<file path="src/rtl/voice_engine.sv">
// voice_engine: time-multiplexed oscillator engine. One shared datapath
// serves NUM_VOICES voices; each accepted request advances one voice's
// phase accumulator and noise LFSR and returns one registered sample.
// Optional build macro: VOICE_ENGINE_COMBINED_WAVE_EN (multi-bit wave
// selects AND the selected waveforms together; otherwise only one-hot
// selects produce output).
//
// state | meaning
// IDLE  | waiting for a start with an in-range voice index
// CALC  | next phase computed from captured request and stored voice state
// WRITE | waveform formed, voice state / wave_o / ready_o registered
module voice_engine #(
    parameter int NUM_VOICES = 3,
    parameter int ACC_W      = 19,
    parameter int FREQ_W     = 16,
    parameter int PW_W       = 12,
    parameter int OUT_W      = 10
) (
    input  logic                          clk_i,
    input  logic                          rst_i,
    input  logic                          start_i,
    input  logic [$clog2(NUM_VOICES)-1:0] voice_i,
    input  logic [FREQ_W-1:0]             freq_word_i,
    input  logic [PW_W-1:0]               pw_word_i,
    input  logic [3:0]                    wave_sel_i,
    input  logic                          sync_i,
    input  logic                          ring_mod_i,
    input  logic                          test_i,
    output logic                          busy_o,
    output logic                          ready_o,
    output logic signed [OUT_W-1:0]       wave_o
);

    localparam int VI_W = $clog2(NUM_VOICES);
    localparam logic [VI_W:0]   NV       = (VI_W+1)'(NUM_VOICES);
    localparam logic [VI_W-1:0] LAST     = VI_W'(NUM_VOICES - 1);
    localparam int              LFSR_BIT = ACC_W - 10;

    localparam logic [1:0] S_IDLE  = 2'd0;
    localparam logic [1:0] S_CALC  = 2'd1;
    localparam logic [1:0] S_WRITE = 2'd2;

    logic [1:0]        state;
    logic              accept;
    logic [VI_W-1:0]   cap_voice;
    logic [VI_W-1:0]   src;
    logic [FREQ_W-1:0] cap_freq;
    logic [PW_W-1:0]   cap_pw;
    logic [3:0]        cap_sel;
    logic              cap_sync;
    logic              cap_ring;
    logic              cap_test;

    logic [ACC_W-1:0]      phase [NUM_VOICES];
    logic [22:0]           lfsr  [NUM_VOICES];
    logic [NUM_VOICES-1:0] rise;

    logic [ACC_W-1:0] cur_phase;
    logic [ACC_W-1:0] nph_c;
    logic [ACC_W-1:0] nph_q;
    logic [22:0]      cur_lfsr;
    logic [7:0]       taps;
    logic             fold;
    logic             lfsr_step;
    logic             rise_c;
    logic [OUT_W-1:0] t;
    logic [OUT_W-1:0] saw_w;
    logic [OUT_W-1:0] tri_w;
    logic [OUT_W-1:0] pulse_w;
    logic [OUT_W-1:0] noise_w;
    logic [OUT_W-1:0] sel_w;

    assign accept    = start_i && (state == S_IDLE) && ({1'b0, voice_i} < NV);
    assign src       = (cap_voice == '0) ? LAST : cap_voice - VI_W'(1);
    assign cur_phase = phase[cap_voice];
    assign busy_o    = (state != S_IDLE);

    // Next phase: wrapping add, cleared by hard sync (source just rose) or test.
    always_comb begin
        nph_c = cur_phase + ACC_W'(cap_freq);
        if (cap_sync && rise[src]) nph_c = '0;
        if (cap_test)              nph_c = '0;
    end

    // Per-waveform sample patterns and state-update conditions from the CALC result.
    always_comb begin
        cur_lfsr  = lfsr[cap_voice];
        taps      = {cur_lfsr[20], cur_lfsr[18], cur_lfsr[14], cur_lfsr[11],
                     cur_lfsr[9],  cur_lfsr[5],  cur_lfsr[2],  cur_lfsr[0]};
        saw_w     = nph_q[ACC_W-1 -: OUT_W];
        t         = nph_q[ACC_W-2 -: OUT_W];
        fold      = nph_q[ACC_W-1] ^ (cap_ring & phase[src][ACC_W-1]);
        tri_w     = (fold ? ~t : t) ^ {1'b1, {(OUT_W-1){1'b0}}};
        pulse_w   = (nph_q[ACC_W-1 -: PW_W] >= cap_pw) ? {1'b0, {(OUT_W-1){1'b1}}}
                                                       : {1'b1, {(OUT_W-1){1'b0}}};
        noise_w   = OUT_W'({~taps[7], taps[6:0]}) << (OUT_W - 8);
        lfsr_step = !cur_phase[LFSR_BIT] && nph_q[LFSR_BIT];
        rise_c    = !cur_phase[ACC_W-1] && nph_q[ACC_W-1] && !cap_test;
    end

`ifdef VOICE_ENGINE_COMBINED_WAVE_EN
    // Combined mode: AND every selected waveform; an empty select is silent.
    always_comb begin
        sel_w = '1;
        if (cap_sel[0]) sel_w &= tri_w;
        if (cap_sel[1]) sel_w &= saw_w;
        if (cap_sel[2]) sel_w &= pulse_w;
        if (cap_sel[3]) sel_w &= noise_w;
        if (cap_sel == 4'b0000) sel_w = '0;
    end
`else
    // One-hot mode: any select that is not exactly one waveform is silent.
    always_comb begin
        sel_w = '0;
        case (cap_sel)
            4'b0001: sel_w = tri_w;
            4'b0010: sel_w = saw_w;
            4'b0100: sel_w = pulse_w;
            4'b1000: sel_w = noise_w;
            default: sel_w = '0;
        endcase
    end
`endif

    // Sequencer, request capture and per-voice state; reset aborts any request.
    always_ff @(posedge clk_i) begin
        if (rst_i) begin
            state     <= S_IDLE;
            ready_o   <= 1'b0;
            wave_o    <= '0;
            cap_voice <= '0;
            cap_freq  <= '0;
            cap_pw    <= '0;
            cap_sel   <= '0;
            cap_sync  <= 1'b0;
            cap_ring  <= 1'b0;
            cap_test  <= 1'b0;
            nph_q     <= '0;
            rise      <= '0;
            for (int i = 0; i < NUM_VOICES; i++) begin
                phase[i] <= '0;
                lfsr[i]  <= 23'h7FFFFF;
            end
        end else begin
            ready_o <= 1'b0;
            case (state)
                S_IDLE: begin
                    if (accept) begin
                        cap_voice <= voice_i;
                        cap_freq  <= freq_word_i;
                        cap_pw    <= pw_word_i;
                        cap_sel   <= wave_sel_i;
                        cap_sync  <= sync_i;
                        cap_ring  <= ring_mod_i;
                        cap_test  <= test_i;
                        state     <= S_CALC;
                    end
                end
                S_CALC: begin
                    nph_q <= nph_c;
                    state <= S_WRITE;
                end
                S_WRITE: begin
                    phase[cap_voice] <= nph_q;
                    rise[cap_voice]  <= rise_c;
                    if (cap_test)
                        lfsr[cap_voice] <= 23'h7FFFFF;
                    else if (lfsr_step)
                        lfsr[cap_voice] <= {cur_lfsr[21:0], cur_lfsr[22] ^ cur_lfsr[17]};
                    wave_o  <= sel_w;
                    ready_o <= 1'b1;
                    state   <= S_IDLE;
                end
                default: state <= S_IDLE;
            endcase
        end
    end

endmodule

</file>
<file path="config.mk">
export PLATFORM = sky130hd
export DESIGN_NAME = voice_engine
export DESIGN_NICKNAME = d
export VERILOG_FILES = /design/src/rtl/voice_engine.sv
export SDC_FILE = /design/constraint.sdc
export NUM_CORES = 1
export LEC_CHECK = 0
export BUFFER_PORTS_ARGS = -buffer_cell sky130_fd_sc_hd__clkbuf_2
export CAP_MARGIN = 15
export CELL_PAD_IN_SITES_DETAIL_PLACEMENT = 0
export CELL_PAD_IN_SITES_GLOBAL_PLACEMENT = 1
export CORE_MARGIN = 2
export CORE_UTILIZATION = 50
export DETAILED_ROUTE_END_ITERATION = 10
export PLACE_DENSITY = 0.9
export SYNTH_ARGS = -nofsm -noshare
export SYNTH_HDL_FRONTEND = slang
export SYNTH_SLANG_ARGS = --single-unit
</file>
<file path="constraint.sdc">
create_clock -name clk_i -period 4.5 [get_ports clk_i]
set_input_delay 0.9 -clock clk_i [delete_from_list [all_inputs] [get_ports clk_i]]
set_output_delay 0.9 -clock clk_i [all_outputs]
set_load 0.01 [all_outputs]
</file>
# Word-level counts from Yosys, hierarchy flattened
# Memories as Yosys holds them, arrays and structs flattened. A register that Yosys moved wholly into a read port is not among the register bits.
# Index checks and enable logic that the tools add are counted.
# totals
mem_bits_ro	0
reg_bits	72
memories	2
latchBits	0
out_inout_bits	12
inputBits	40
elab_cells	89
ramBits	126
# classes
add_sub_neg	2
n_bitwise	7
eq_ne	7
mux	38
mul	0
div	0
n_shift	0
reduce_logical	16
n_lt_le_gt_ge	5
# mem_list
name	depth	width	read_ports	rd_clocked_by_memory_dff	write_ports	line	rtl
lfsr	3	23	1	1	3	55	logic [22:0] lfsr [NUM_VOICES];
phase	3	19	2	1	3	54	logic [ACC_W-1:0] phase [NUM_VOICES];
# ops
op	n
$mux 19	3
$mux 23	2
$pmux 10 s4	1
$reduce_or 23->1	1
$mux 10	2
$add 19x16->19	1
$reduce_or 19->1	1
$mux 1	18
$mux 2	8
$ge 12x12->1	1
$not 10->10	1
$logic_and 1x1->1	7
$lt 2x3->1 const B	2
$eq 4x1->1 const B	1
$eq 4x2->1 const B	1
$eq 4x3->1 const B	1
$eq 4x4->1 const B	1
$logic_not 2->1	2
$pmux 2 s2	1
$bwmux 3	1
$logic_not 1->1	3
$bmux 1 s2	1
$demux 1 s2	1
$eq 2x1->1 const B	1
11 further kinds	13

# Depth between registers and ports, before layout
# Gate-level depths: netlist of run 1.
# depth
depth_word	10
ltp_mapped	14
mapped_depth_nobuf	9

# Least setup slack after synthesis of run 1
# No wires, ideal clock.
# synth_path
path_type	reg2reg
startpoint	register (tool-made name)
endpoint	register nph_q[16]
n_path_buf	4
required_ns	4.413
setup_ns	0.087
t_arrival_ns	3.285
slack_ns	1.128
stages_incl_launch_ff	14
synth_period_minus_slack_ns	3.372
path_cell_list	dfxtp_1 > buf_6 > buf_6 > buf_6 > buf_6 > mux4_2 > ha_1 > fa_1 > a211oi_1 > o21ai_0 > a21boi_1 > nor3_1 > o21a_1 > o31ai_1
# synth_lines
element	line	rtl
to (signal assigned)	160	nph_q <= nph_c;
to (decl)	60	logic [ACC_W-1:0] nph_q;

==> results of run 1 <==
-- registers in the layout (all words and copies together), names as in the netlist, 3 cells and up, named ones only --
| name | flops |
|---|---|
| cap_freq | 16 |
| cap_pw | 12 |
| cap_sel | 4 |
| lfsr | 92 |
| nph_q | 19 |
| phase | 76 |
| rise | 3 |
| wave_o | 10 |
-- Yosys cell counts (4+ instances only) --
cell type	n	share of area
a221oi_1	7	0.0053
and3_1	61	0.033
buf_6	8	0.0078
edfxtp_1	168	0.44
a211o_1	4	0.0030
ha_1	32	0.035
a22oi_1	10	0.0065
a32o_1	5	0.0043
inv_1	47	0.015
dfxtp_1	74	0.13
o21a_1	11	0.0072
buf_2	6	0.0026
xnor2_1	26	0.020
a21oi_1	58	0.025
o21ai_0	20	0.0087
o21bai_1	4	0.0026
nor2_1	23	0.0075
nor2_4	20	0.020
nor3_1	7	0.0030
xor2_1	4	0.0030
a211oi_1	7	0.0046
clkbuf_1	43	0.014
nand3_1	7	0.0030
nand2_1	174	0.057
a222oi_1	10	0.0087
a21o_1	13	0.0085
mux4_2	43	0.084
-- cell type report --
cell class / instances / area, µm²
Fill cell: 1794 / 9880
Sequential cell: 242 / 6530
Multi-Input combinational cell: 594 / 4480
Clock buffer: 33 / 696
Timing Repair Buffer: 70 / 398
Tap cell: 285 / 357
Inverter: 47 / 176
Clock inverter: 12 / 119
-- power groups by stage --
stage / sequential, mW / clock (mW) / combinational [mW]
2_1_floorplan: 2.49 / 0 / 0.341
3_3_place_gp: 2.51 / 0 / 0.450
3_5_place_dp: 2.52 / 0 / 0.452
4_1_cts: 2.47 / 2.06 / 0.456
5_1_grt: 2.47 / 2.16 / 0.501
6_report: 2.47 / 2.04 / 0.455
-- cells by family after synthesis --
family,after synthesis,share of synthesized area
AO/OA/AOI/OAI,172,0.103
XOR/XNOR,30,0.0228
AND/OR/NAND/NOR,314,0.139
adder cells (fa/ha/maj),33,0.0365
buffers and inverters,112,0.0453
flip-flops,242,0.567
multiplexers,45,0.0860
-- how the worst max path moves through the flow --
stage               startpoint         to  slack (ns)  cells after the start
detailed placement        flop  nph_q[15]        1.21                      8
global placement          flop  nph_q[15]        1.25                      8
floorplan                 flop  nph_q[16]        1.13                     13
global route              flop  nph_q[18]        0.87                      9
CTS                       flop  nph_q[15]        1.18                      8
finish                    flop  nph_q[16]        1.15                      9
-- cells in the final DEF (no fill, tap or decap), types with 7 or more instances in the layout --
cell type / count
o21ai_0: 20
a221oi_1: 7
o21a_1: 11
a21o_1: 13
a21oi_1: 58
nor2_4: 21
nand2_1: 174
a22oi_1: 10
and3_1: 61
buf_4: 19
a222oi_1: 10
mux4_2: 43
clkbuf_16: 25
nor2_1: 22
xnor2_1: 26
ha_1: 32
dfxtp_1: 72
a211oi_1: 7
clkbuf_2: 51
edfxtp_1: 168
nand3_1: 7
inv_1: 47
nor3_1: 7
-- critical path: cells and delay by family (launching register included) --
kind | cells | cell delay (ns)
fa+ha+maj | 2 | 0.67
mux | 1 | 0.53
compound gates | 5 | 1.54
flops | 1 | 0.42
simple gates | 1 | 0.11
-- metrics by stage --
stage | hold WS [ns] | util | std cells | instance area [µm²]
global placement | 0.442 | 0.528 | 1238 | 11900
detailed placement | 0.448 | 0.528 | 1238 | 11900
CTS | 0.457 | 0.564 | 1283 | 12800
floorplan | 0.432 | - | 948 | 11500
finish | 0.454 | 0.564 | 1283 | 12800
global route | 0.470 | 0.564 | 1283 | 12800
-- layer usage --
layer / GRT usage / up-vias / wire length (µm)
met4: 0.0760 / 0 / 748
li1: - / 3539 / -
met5: 0 / - / 0
met1: 0.304 / 3647 / 11000
met3: 0.0417 / 48 / 2270
met2: 0.345 / 321 / 12000
==> results.py, run 1 <==
metrics = {
    "run_status": {
        "status": "finished, final reports clean",
    },
    "setup_path": {
        "path_class": "flop to flop",
        "r2r-end": "nph_q[16]",
        "worst_path_max_delay_cell": "mux4_2",
        "startpoint_type": "flop",
        "cp_max_fo": 5,
        "cp_cell_sequence": "mux4_2 > ha_1 > fa_1 > a211oi_1 > o21ai_0 > a21boi_1 > nor3_1 > o21a_1 > o31ai_1",
        "critical_path.max_stage_delay_ns": 0.53,
        "crit_arrival_ns": 3.79,
        "required_ns": 4.94,
        "endpoint_kind": "flop",
        "r2r_setup_slack_ns": 1.15,
        "r2r_cells": 9,
    },
    "yosys": {
        "synth_seq_cells": 242,
        "yosysWarnings": 0,
        "synth_fp_nets": 1021,
        "synth_edf_count": 168,
        "yosysUniqueCellTypes": 60,
        "synth_seq_area_share": 0.567,
        "syn_area_per_cell_um2": 12.1,
        "synthFlopType": "edfxtp_1",
        "async_reset_ff_frac": 0,
        "syn-instance-count": 948,
        "synth_area_um2": 11500,
    },
    "clock_network": {
        "post_cts_resize_count": 0,
        "cts_tree": "done",
        "cts_buffers": 25,
        "clockRootBuffer": "clkbuf_16",
        "h-tree-depth": 1,
        "cts_buffer_depth": 3,
        "clk_latency_ns": 0.52,
        "post-cts-setup-buffers": 0,
        "clkTransAtPathRegs_ns": 0.06,
        "clock-sinks": 242,
        "postCtsHoldBufs": 0,
    },
    "routing": {
        "drt_first_pass_iters": 5,
        "routed_wl_um": 26000,
        "viasPerCell": 5.89,
        "wire_per_inst_um": 20.2,
        "via_count": 7555,
        "ant_nets": 0,
        "dr.first_iter.drc_count": 735,
        "drc": 0,
    },
    "placed_design": {
        "place.gp.congestion": 0.883,
        "dpl_worst_slack_ns": 1.21,
        "portBuffers": 51,
        "dp_hpwl_um": 16600,
    },
    "final_layout": {
        "drive_above_1_share": 0.190,
        "area.growth.synth_to_final_pct": 10.9,
        "fin_nets": 1053,
        "diodes": 0,
    },
    "power_and_ir_drop": {
        "p_sw_mw": 1.17,
        "p_per_area_nw_per_um2": 389,
        "clkPwrFrac": 0.411,
        "max-vdd-ir-drop_v": 0.000271,
        "static-leakage-power_nw": 4.43,
        "power_frac_comb": 0.092,
        "switching_share": 0.235,
        "power_frac_seq": 0.497,
        "power_mw": 4.96,
        "p_int_mw": 3.80,
    },
    "sta": {
        "finalClockSkew_ns": 0.0148,
        "finalMaxSlewViolations": 0,
        "worst_slack_ns": 1.15,
        "worstMarginPinSlew_ns": 0.981,
        "grt_setup_unrepaired": "false",
        "setup_tns_ns": 0,
        "finalCritPeriodShare": 0.745,
        "layout_min_cycle_time_ns": 3.35,
        "setup-violations-final": 0,
        "slew_headroom": 0.345,
        "max_freq_mhz": 298,
        "hold_viol_final": 0,
    },
    "floorplanning": {
        "fp.dieArea_um2": 24200,
        "dieWidth_um": 156,
        "start_util": 0.508,
        "ios": 52,
        "die_y_um": 156,
        "num_rows": 55,
        "placeableCoreArea_um2": 22600,
    },
    "worst_hold_path": {
        "holdPathEnd": "cap_pw[1]",
        "worstHoldStart": "cap_pw[1]",
        "hold_path.class": "flop to flop",
        "min_path_cells": 2,
    },
    "global_route": {
        "grt_util_all_layers": 0.218,
        "grt_pass1_vias": 7483,
        "grt_max_degree": 64,
        "overflow": 0,
        "antenna_found_initial": 0,
        "grt_pass1_wl_um": 41100,
    },
    "job": {
        "drv_cap": 0,
    },
}
No activity file was read; power rests on OpenSTA's default activity.
==> run 2, diff against run 1 <==
ABC_AREA = 1   (was default)
CORE_UTILIZATION = 48   (was 50)
PLACE_DENSITY = 0.91   (was 0.9)
clock period = 3.5 ns   (was 4.5 ns; I/O delays follow)
==> results.py, run 2 <==
metrics = {
    "run_status": {
        "status": "finished, final reports clean",
    },
    "floorplanning": {
        "num_rows": 56,
        "fp.dieArea_um2": 25100,
        "placeableCoreArea_um2": 23500,
        "dieWidth_um": 159,
        "ios": 52,
        "die_y_um": 159,
        "start_util": 0.488,
    },
    "yosys": {
        "synth_fp_nets": 1366,
        "yosysWarnings": 0,
        "async_reset_ff_frac": 0,
        "syn_area_per_cell_um2": 8.86,
        "yosysMostFrequentCell": "nand2_1",
        "ys_top_cells_by_area": "edfxtp_1 (44%), dfxtp_1 (13%), nand2_1 (9.5%), nor2_1 (7.3%), o21ai_0 (4.7%)",
        "yosysUniqueCellTypes": 42,
        "synth_seq_area_share": 0.569,
        "syn-instance-count": 1293,
        "synth_top_area_frac": 0.440,
        "yosysTopAreaCell": "edfxtp_1",
        "synth_area_um2": 11500,
        "synth_seq_cells": 242,
        "synth_common_cells": "nand2_1 (290), nor2_1 (224), edfxtp_1 (168)",
        "synth_edf_count": 168,
        "synthFlopType": "edfxtp_1",
    },
    "sta": {
        "worstMarginPinSlew_ns": 0.589,
        "hold_viol_final": 0,
        "setup_tns_ns": 0,
        "max_freq_mhz": 384,
        "finalCritPeriodShare": 0.744,
        "finalClockSkew_ns": 0.0100,
        "finalMaxSlewViolations": 0,
        "setup-violations-final": 0,
        "layout_min_cycle_time_ns": 2.60,
        "slew_headroom": 0.604,
        "grt_setup_unrepaired": "false",
    },
    "final_layout": {
        "drive_above_1_share": 0.124,
        "top_register": "lfsr",
        "largestRegisters": "lfsr: 92 flops, phase: 76 flops, nph_q: 19 flops",
        "multi_input_area_um2": 4250,
        "regArea_um2": 6530,
        "final_cell_mix": "nand2_1 (290), nor2_1 (223), edfxtp_1 (168), o21ai_0 (107), inv_1 (90)",
        "final_cells": 1677,
        "area.growth.synth_to_final_pct": 13.0,
        "final_common_cell": "nand2_1",
        "largest_register_ffs": 92,
        "diodes": 0,
        "fillers": 2092,
        "fin_nets": 1411,
    },
    "placed_design": {
        "dpl.cell_count": 1629,
        "place.gp.congestion": 0.879,
        "portBuffers": 51,
        "dp_hpwl_um": 17900,
    },
    "clock_network": {
        "clockRootBuffer": "clkbuf_16",
        "h-tree-depth": 1,
        "cts_buffer_depth": 3,
        "cts_tree": "done",
        "post-cts-setup-buffers": 0,
        "cts_buffers": 26,
        "clk_latency_ns": 0.53,
        "clock-sinks": 242,
        "clkTransAtPathRegs_ns": 0.06,
        "postCtsHoldBufs": 0,
        "post_cts_resize_count": 0,
    },
    "global_route": {
        "grt_util_all_layers": 0.229,
        "overflow": 0,
        "grt_pass1_vias": 8597,
        "grt_max_degree": 47,
        "antenna_found_initial": 1,
        "grt_pass1_wl_um": 44600,
    },
    "setup_path": {
        "required_ns": 3.90,
        "crit_arrival_ns": 3.00,
        "r2r_cells": 11,
        "cp_max_fo": 38,
        "endpoint_kind": "flop",
        "r2r_setup_slack_ns": 0.90,
        "path_class": "flop to flop",
        "r2r-end": "nph_q[14]",
        "startpoint_type": "flop",
    },
    "routing": {
        "viasPerCell": 5.32,
        "ant_nets": 0,
        "drc": 0,
        "wire_per_inst_um": 16.6,
        "routed_wl_um": 27800,
        "dr.first_iter.drc_count": 960,
        "drt_first_pass_iters": 6,
        "via_count": 8924,
    },
    "power_and_ir_drop": {
        "max-vdd-ir-drop_v": 0.000364,
        "static-leakage-power_nw": 5.06,
        "p_per_area_nw_per_um2": 528,
    },
    "job": {
        "drv_cap": 0,
    },
    "worst_hold_path": {
        "min_path_cells": 3,
        "worstHoldStart": "freq_word_i[13]",
        "hold_path.class": "input port to flop",
        "holdPathEnd": "cap_freq[13]",
    },
}
run 2: changes by cell type after synthesis, sizes merged, moves of 23 or more:
| cell | before | now |
|---|---|---|
| nor2 | 45 | 226 |
| nand2 | 175 | 290 |
| o21ai | 22 | 108 |
| nand3 | 7 | 83 |
| and3 | 61 | 0 |
| inv | 47 | 107 |
| mux4 | 43 | 0 |
| xnor2 | 26 | 1 |
| o22ai | 1 | 24 |
run 2: worst max path at each step:
stage | slack [ns] | from | end | cells past startpoint
global placement | 0.95 | state[1] | lfsr[0][3] | 13
finish | 0.90 | flop | nph_q[14] | 11
global route | 0.68 | state[1] | lfsr[0][16] | 13
CTS | 0.92 | flop | nph_q[14] | 14
detailed placement | 0.93 | flop | nph_q[14] | 14
floorplan | 0.62 | rst_i | lfsr[2][0] | 8
run 2: final cells by class:
class / instances / share of cell area
Clock buffer: 38 / 0.0593
Tap cell: 319 / 0.0308
Inverter: 107 / 0.0310
Clock inverter: 10 / 0.00860
Multi-Input combinational cell: 880 / 0.328
Sequential cell: 242 / 0.504
Timing Repair Buffer: 81 / 0.0381
run 2: through the flow:
stage	hold slack [ns]	setup slack (ns)	util	total power, mW	instance area (µm²)
floorplan	0.430	0.619	-	3.85	11500
detailed placement	0.441	0.928	0.514	4.12	12100
global placement	0.442	0.945	0.514	4.11	12100
global route	0.426	0.684	0.552	7.11	13000
finish	0.420	0.895	0.552	6.84	13000
CTS	0.404	0.925	0.552	6.88	13000
run 2: worst max-delay path: stages, from the launching register on:
cell	delay, ns
dfxtp_2	0.33
buf_4	0.35
o21ai_0	0.16
o22ai_1	0.29
ha_1	0.34
a21oi_1	0.23
nand2_1	0.15
nand3_1	0.10
nand2_1	0.10
or2_2	0.29
nand3_1	0.07
a21oi_1	0.06
run 2: kinds of logic (layout without fill, tap and decap cells):
logic type | Yosys count | after routing | share of synthesized area
simple gates | 623 | 623 | 0.229
buf+inv | 171 | 236 | 0.0605
flops | 242 | 242 | 0.569
compound gates | 222 | 222 | 0.103
xor+xnor | 2 | 2 | 0.00153
fa+ha+maj | 33 | 33 | 0.0367
run 2: layer usage:
metal / up-vias / track usage / routed length [µm]
met1: 4156 / 0.321 / 12300
met5: - / 0 / 0
met3: 52 / 0.0280 / 1830
met2: 316 / 0.372 / 12900
met4: 0 / 0.0772 / 692
li1: 4400 / - / -
run 2: power by group:
group          leakage (nW)  switching [mW]  internal, mW  total, mW
registers              2.11          0.0605          3.13       3.19
clock network         0.432            1.10          1.67       2.77
logic                  2.52           0.602         0.279      0.880
total                  5.06            1.76          5.08       6.84
